==> config.mk <==
export PLATFORM = sky130hd
export DESIGN_NAME = mem_port_arbiter
export DESIGN_NICKNAME = d
export VERILOG_FILES = /design/src/rtl/core_pkg.sv /design/src/rtl/mem_port_arbiter_arb2_rr.sv /design/src/rtl/mem_port_arbiter.sv
export SDC_FILE = /design/constraint.sdc
export NUM_CORES = 1
export LEC_CHECK = 0
export CAP_MARGIN = 5
export CORE_MARGIN = 10
export CORE_UTILIZATION = 30
export CTS_BUF_LIST = sky130_fd_sc_hd__clkbuf_16
export DETAILED_ROUTE_END_ITERATION = 16
export GPL_ROUTABILITY_DRIVEN = 0
export GPL_TIMING_DRIVEN = 1
export PLACE_DENSITY_LB_ADDON = 0.25
export SETUP_SLACK_MARGIN = 0.1
export SYNTH_ARGS = -nofsm -noshare
export SYNTH_HDL_FRONTEND = slang
export SYNTH_HIERARCHICAL = 1
export SYNTH_SLANG_ARGS = --single-unit
==> constraint.sdc <==
create_clock -name clk -period 1.8 [get_ports clk]
set_input_delay 0.27 -clock clk [delete_from_list [all_inputs] [get_ports clk]]
set_output_delay 0.27 -clock clk [all_outputs]
set_load 0.01 [all_outputs]
==> src/rtl/core_pkg.sv <==
// rtl/core_pkg.sv - shared encodings for the core memory port and hazard control
package core_pkg;

    // Memory port FSM states
    localparam logic [1:0] S_IDLE = 2'd0;
    localparam logic [1:0] S_BUSY = 2'd1;
    localparam logic [1:0] S_RESP = 2'd2;

    // Owner of the access currently in flight
    localparam logic [1:0] O_NONE = 2'd0;
    localparam logic [1:0] O_IF   = 2'd1;
    localparam logic [1:0] O_MEM  = 2'd2;

    // Pipe-control codes merged by hazard control
    localparam logic [1:0] C_PIPE  = 2'd0;
    localparam logic [1:0] C_STALL = 2'd1;
    localparam logic [1:0] C_FLUSH = 2'd2;

    // Collapse a stall/flush pair into one pipe-control code; flush dominates
    function automatic logic [1:0] pipe_ctl(input logic stall, input logic flush);
        if (flush)
            return C_FLUSH;
        else if (stall)
            return C_STALL;
        else
            return C_PIPE;
    endfunction

endpackage

==> src/rtl/mem_port_arbiter_arb2_rr.sv <==
// rtl/mem_port_arbiter_arb2_rr.sv - two-requester grant, MEM priority alternating on contention
module arb2_rr (
    input  logic clk,
    input  logic rst,
    input  logic i_req_mem,
    input  logic i_req_if,
    input  logic i_update,
    output logic o_gnt_mem,
    output logic o_gnt_if
);

    logic r_last_mem;

    // Lone requester wins; on contention MEM wins unless it won the previous grant
    always_comb begin
        o_gnt_mem = 1'b0;
        o_gnt_if  = 1'b0;
        if (i_req_mem && i_req_if) begin
            if (r_last_mem)
                o_gnt_if = 1'b1;
            else
                o_gnt_mem = 1'b1;
        end else begin
            o_gnt_mem = i_req_mem;
            o_gnt_if  = i_req_if;
        end
    end

    // Remember who took the most recent grant
    always_ff @(posedge clk) begin
        if (!rst)
            r_last_mem <= 1'b0;
        else if (i_update)
            r_last_mem <= o_gnt_mem;
    end

endmodule

==> src/rtl/mem_port_arbiter.sv <==
// rtl/mem_port_arbiter.sv - shares one single-port memory between fetch and load/store
module mem_port_arbiter
    import core_pkg::*;
#(
    parameter int DWIDTH  = 32,
    parameter int MEM_LAT = 2
) (
    input  logic              clk,
    input  logic              rst,
    input  logic              if_req,
    input  logic [DWIDTH-1:0] if_addr,
    input  logic              if_kill,
    output logic [DWIDTH-1:0] if_rdata,
    output logic              if_ack,
    output logic              if_stall,
    input  logic              mem_req,
    input  logic              mem_we,
    input  logic [DWIDTH-1:0] mem_addr,
    input  logic [DWIDTH-1:0] mem_wdata,
    output logic [DWIDTH-1:0] mem_rdata,
    output logic              mem_ack,
    output logic              mem_stall,
    output logic              m_en,
    output logic              m_we,
    output logic [DWIDTH-1:0] m_addr,
    output logic [DWIDTH-1:0] m_wdata,
    input  logic [DWIDTH-1:0] m_rdata
);

    localparam logic [3:0] LAT = 4'(MEM_LAT);

    logic [1:0]        r_state;
    logic [3:0]        r_cnt;
    logic [1:0]        r_owner;
    logic              r_kill_pend;
    logic [DWIDTH-1:0] r_if_rdata;
    logic [DWIDTH-1:0] r_mem_rdata;

    logic w_resp;
    logic w_open;
    logic w_if_elig;
    logic w_mem_elig;
    logic w_gnt_if;
    logic w_gnt_mem;
    logic w_gnt;
    logic w_rd_done;

    // Acks, stalls and grant eligibility; a requester being acked cannot re-win this cycle
    always_comb begin
        w_resp     = (r_state == S_RESP);
        if_ack     = rst && w_resp && (r_owner == O_IF) && !r_kill_pend && !if_kill;
        mem_ack    = rst && w_resp && (r_owner == O_MEM);
        if_stall   = if_req && !if_ack;
        mem_stall  = mem_req && !mem_ack;
        w_open     = rst && ((r_state == S_IDLE) || w_resp);
        w_mem_elig = w_open && mem_req && !mem_ack;
        w_if_elig  = w_open && if_req && !if_kill && !if_ack;
        w_rd_done  = (r_state == S_BUSY) && (r_cnt == LAT);
    end

    arb2_rr u_arb (
        .clk       (clk),
        .rst       (rst),
        .i_req_mem (w_mem_elig),
        .i_req_if  (w_if_elig),
        .i_update  (w_gnt),
        .o_gnt_mem (w_gnt_mem),
        .o_gnt_if  (w_gnt_if)
    );

    // Memory command is issued in the grant cycle only, from the winner
    always_comb begin
        w_gnt   = w_gnt_mem || w_gnt_if;
        m_en    = w_gnt;
        m_we    = w_gnt_mem && mem_we;
        m_addr  = '0;
        m_wdata = '0;
        if (w_gnt_mem) begin
            m_addr  = mem_addr;
            m_wdata = mem_wdata;
        end else if (w_gnt_if) begin
            m_addr  = if_addr;
        end
    end

    // Access sequencer: grant in IDLE/RESP, count read latency in BUSY, ack in RESP
    always_ff @(posedge clk) begin
        if (!rst) begin
            r_state     <= S_IDLE;
            r_cnt       <= 4'd0;
            r_owner     <= O_NONE;
            r_kill_pend <= 1'b0;
        end else begin
            case (r_state)
                S_BUSY: begin
                    if (if_kill && (r_owner == O_IF))
                        r_kill_pend <= 1'b1;
                    if (r_cnt == LAT) begin
                        r_state <= S_RESP;
                        r_cnt   <= 4'd0;
                    end else begin
                        r_cnt   <= r_cnt + 4'd1;
                    end
                end
                default: begin
                    r_kill_pend <= 1'b0;
                    if (w_gnt) begin
                        r_owner <= w_gnt_mem ? O_MEM : O_IF;
                        if (w_gnt_mem && mem_we) begin
                            r_state <= S_RESP;
                            r_cnt   <= 4'd0;
                        end else begin
                            r_state <= S_BUSY;
                            r_cnt   <= 4'd1;
                        end
                    end else begin
                        r_state <= S_IDLE;
                        r_owner <= O_NONE;
                        r_cnt   <= 4'd0;
                    end
                end
            endcase
        end
    end

    // Capture read data at the end of the latency window; killed fetches leave if_rdata alone
    always_ff @(posedge clk) begin
        if (!rst) begin
            r_if_rdata  <= '0;
            r_mem_rdata <= '0;
        end else if (w_rd_done) begin
            if (r_owner == O_MEM)
                r_mem_rdata <= m_rdata;
            else if ((r_owner == O_IF) && !r_kill_pend && !if_kill)
                r_if_rdata  <= m_rdata;
        end
    end

    assign if_rdata  = r_if_rdata;
    assign mem_rdata = r_mem_rdata;

endmodule

* Word level (Yosys, flattened, before mapping)
Index checks and enable logic that the tools add are counted.
** Operators by class
- Bitwise logic cells :: 1
- Equal/unequal tests :: 6
- $add $sub $neg :: 1
- Reduce and logical (&&, ||, !) cells :: 29
- Mux-type cells :: 17
** Operators by type and width (number)
- 32-bit 2-to-1 mux :: 3
- 1-bit logical AND :: 19
- 2-bit 2-to-1 mux :: 6
- 4-bit 2-to-1 mux :: 3
- 1-bit 2-to-1 mux :: 5
- 4-bit by 1-bit adder with 4-bit output, second input constant :: 1
- 2-bit by 1-bit == test with 1-bit output, second input constant :: 2
- 2-bit == test, second input constant :: 2
- 4-bit by 2-bit == test with 1-bit output, second input constant :: 1
- 1-bit zero test :: 4
- 2-bit AND reduction :: 2
- 3-bit AND reduction :: 1
- 2-bit zero test :: 1
- 1-bit logical OR :: 2
- 2-bit by 1-bit != test with 1-bit output, second input constant :: 1
- 1-bit NOT :: 1
** Word-level totals
- Register bits :: 74
- Logic and storage cells :: 61

* Longest topological paths before layout
- Word-level depth :: 13
- Gate-level depth with buffers :: 8

* Cells and area by module
Netlist, hierarchy kept.
** Modules (own cells, without submodules)
- mem_port_arbiter :: instances 1, area an instance 3377.0 um2, cells each 371
- arb2_rr :: instances 1, area an instance 60.1 um2, cells each 6

* Worst setup path after synthesis
Ideal clock, no wire load.
- Kind :: reg-to-output
- From :: register r_kill_pend
- To :: output port m_addr[13]
- Data required time :: 1.530 ns
- Path slack :: -0.232 ns
- Cell stages (with the launch flop) :: 7
- Arrival time :: 1.762 ns
- Cell sequence :: dfxtp_1 > nor4b_4 > a21oi_1 > a21boi_2 > clkbuf_1 > clkbuf_1 > a22o_1
** Between the ends
- Elaborated cells on any way between the ends :: 10
** RTL lines
- start, declared :: line mem_port_arbiter.sv:35 : logic r_kill_pend;
- start signal, assigned :: line mem_port_arbiter.sv:92 : r_kill_pend <= 1'b0;
- start signal, assigned :: line mem_port_arbiter.sv:97 : r_kill_pend <= 1'b1;
- start signal, assigned :: line mem_port_arbiter.sv:106 : r_kill_pend <= 1'b0;
- 1-bit zero test :: line mem_port_arbiter.sv:51 : if_ack = rst && w_resp && (r_owner == O_IF) && !r_kill_pend && !if_kill;
- 1-bit logical AND (2 in series) :: line mem_port_arbiter.sv:51
- 1-bit zero test :: line mem_port_arbiter.sv:57 : w_if_elig = w_open && if_req && !if_kill && !if_ack;
- 1-bit logical AND :: line mem_port_arbiter.sv:57
- net w_if_elig :: line mem_port_arbiter.sv:41 : logic w_if_elig;
- 1-bit logical AND :: line mem_port_arbiter_arb2_rr.sv:18 : if (i_req_mem && i_req_if) begin
- 1-bit 2-to-1 mux :: line mem_port_arbiter_arb2_rr.sv:18
- net w_gnt_mem :: line mem_port_arbiter.sv:44 : logic w_gnt_mem;
- 32-bit 2-to-1 mux :: line mem_port_arbiter.sv:78 : if (w_gnt_mem) begin
- end, declared :: line mem_port_arbiter.sv:25 : output logic [DWIDTH-1:0] m_addr,
The timed path passes the listed nets, and every way through them passes these cells.

* Worst setup path after layout
- From :: register r_kill_pend
- To :: output port m_addr[14]
Same word-level chain as after synthesis.

==> out/results.txt <==
Post-Syn Area - 3440 um2
largest area contributor in the netlist - dfxtp_1
crit path max fanout - 16
max-slew violation count - 0
nets@finish - 805
clk buf depth - 2
WL met2 - 8.05 mm
later-pin clock latency in the skew report - 0.33 ns
WL per Instance - 19.2 um
WS Path Type - flop to output port
commonest non-fill, non-tap cell in the layout - clkdlybuf4s50_1
antenna viol nets, final - 0
Worst setup EP type - output port
unrepaired setup endpoints after global routing - yes
clk sinks - 74
synthesis-to-layout area growth - 102%
Post-Route M1 WL - 5.62 mm
Ys Warns - 6
layout cells sized above 1 - 25.1%
post-synthesis register bit count - 74
fillers - 971
CTS Root Cell - clkbuf_16
die area - 16100 um2
CTS H-tree depth - 3
Tmin final - 2.39 ns
drt first pass iters - 4
status - finished, violations left
CTS buffer count - 9
WL final - 15.7 mm
worst setup margin - -0.588 ns
io pins - 268
Vias - 3778
Worst Tran Pin Value - 0.951 ns
fmax - 419 MHz
final instance area - 6930 um2
Initial Utilization - 30.4%
# setup viols final - 70
Die H - 127 um
clock slew at reported path FFs - 0.06 ns
Syn Area/Cell - 9.12 um2
initial antenna violation count - 2
final worst path period share - 133%
syn_nets - 513
vias in the first global route - 3852
Synth cell types - 31
highest routed metal layer - met5
Post-route DRC - 0
GRT Total Usage - 17.6%
clock skew - 0.00393 ns
area post-placement - 6350 um2
Worst Hold Class - flop to flop
CP arrival - 2.12 ns
largest net degree at the start of global routing - 105
row cnt - 39
Slew HR - 36.6%
most frequent cells in the layout - clkdlybuf4s50_1, nand2_1, dfxtp_1
top cells by area, synth - dfxtp_1, mux2i_1, nand2_1
Pleak - 0.00328 uW
first-pass GRT wire length - 22.8 mm
number of DRC markers in iteration 0 - 132
pwr dens - 617 nW/um2
Detail Route met3 WL - 1.69 mm
Die Span X - 127 um
post-synthesis sequential area ratio - 43.1%
Gate Count Post-Synth - 377
CTS Hold Buffers Added - 0
CTS tree - done
failing checks - setup timing
worst slack, placed - -0.915 ns
core footprint - 11300 um2
share of the synthesized area in the top cell type - 43.1%
total congestion overflow - 0
Req. time, crit path - 1.53 ns
ant diodes - 0
Max VDD drop - 0.000545 V
routed vias/inst - 4.63
IO buf count - 267
final hold vios - 0
estimated wirelength of the detail-placed design - 12.0 mm
startpoint types - flop
Max Cap Viol - 0
Pwr Total - 4280 uW
cell families after synthesis:
kind of cell	count (synthesis)	share of synthesized area [%]
AOI/OAI and AO/OA	42	10.2
and+or+nand+nor	161	22.5
muxes	64	18.6
buffers and inverters	32	4.33
adders and majority gates	2	0.728
DFF	74	43.1
xor gates and xnor gates	2	0.510
synth_stat cells:
library cell	instances
ha_1	2
dfxtp_1	74
nand3b_1	2
nand2_1	105
nand4b_1	1
a21boi_2	1
nor4b_4	1
and2_1	33
buf_2	5
a21boi_0	4
a22o_1	32
a31oi_1	1
and3b_1	1
nor2_1	4
nand3_1	1
and3_1	2
nor3b_2	1
inv_1	3
or2_2	1
nand2b_1	1
buf_6	3
a21oi_1	2
o21ai_0	1
buf_1	2
xnor2_1	1
xor2_1	1
clkbuf_1	19
mux2i_1	64
nor2b_1	6
a31o_1	1
nand3_2	2
metal layers:
metal  global-route usage [%]  vias to the layer above
li1                         -                     1856
met1                     18.3                     1725
met2                     30.8                      169
met3                     9.06                       24
met4                     4.49                        4
met5                        0                        -
worst paths after layout:
check	slack, ns	cells after the start	start	to
hold / removal	0.46	2	if_rdata[5]	if_rdata[5]
setup reg to reg	-0.36	14	r_state[0]	r_cnt[0]
hold reg to reg	0.46	2	if_rdata[5]	if_rdata[5]
setup / recovery	-0.59	10	r_kill_pend	m_addr[14]
metrics by stage:
stage	utilization, %	hold slack [ns]	setup TNS (ns)	instances
after global placement	56.1	0.444	-58.15	779
after CTS	58.6	0.457	-37.04	806
after detailed placement	56.1	0.451	-60.66	779
after floorplan	-	0.412	0	377
final	61.2	0.459	-34.92	816
after global routing	61.2	0.475	-40.99	816
state kept, by name (all words and copies together) (netlist names):
name	count
mem_rdata	32
r_state	2
u_arb/r_last_mem	1
r_cnt	4
r_kill_pend	1
r_owner	2
if_rdata	32
cell type report:
type / count / area (um2) / area share [%]
repair buffers: 310 / 3060 / 44.2
clock buffers: 9 / 225 / 3.25
multi-input cells: 271 / 1910 / 27.6
well taps: 143 / 179 / 2.58
inverters: 3 / 11.3 / 0.163
flip-flops and latches: 74 / 1490 / 21.5
clock inverters: 6 / 51.3 / 0.740
power breakdown:
| group | internal [uW] | switching [uW] | total, uW |
|---|---|---|---|
| Sequential | 1650 | 11.9 | 1660 |
| Clock | 1040 | 628 | 1670 |
| Combinational | 602 | 339 | 942 |
what timing repair did:
action	in CTS	in global routing
resized for setup	296	83
pin swaps	5	8
endpoints found under the setup margin	74	86
setup buffers	9	5
gates cloned	3	5
worst max-delay path: stages, from the launching register on:
cell and delay, ns:
dfxtp_2 0.34, nor4b_4 0.29, a21oi_2 0.09, buf_4 0.14
a21boi_4 0.16, buf_12 0.13, buf_6 0.09, nor2b_4 0.05
buf_12 0.15, a22o_1 0.21, buf_6 0.12
Power figures use the tool's default switching activity.
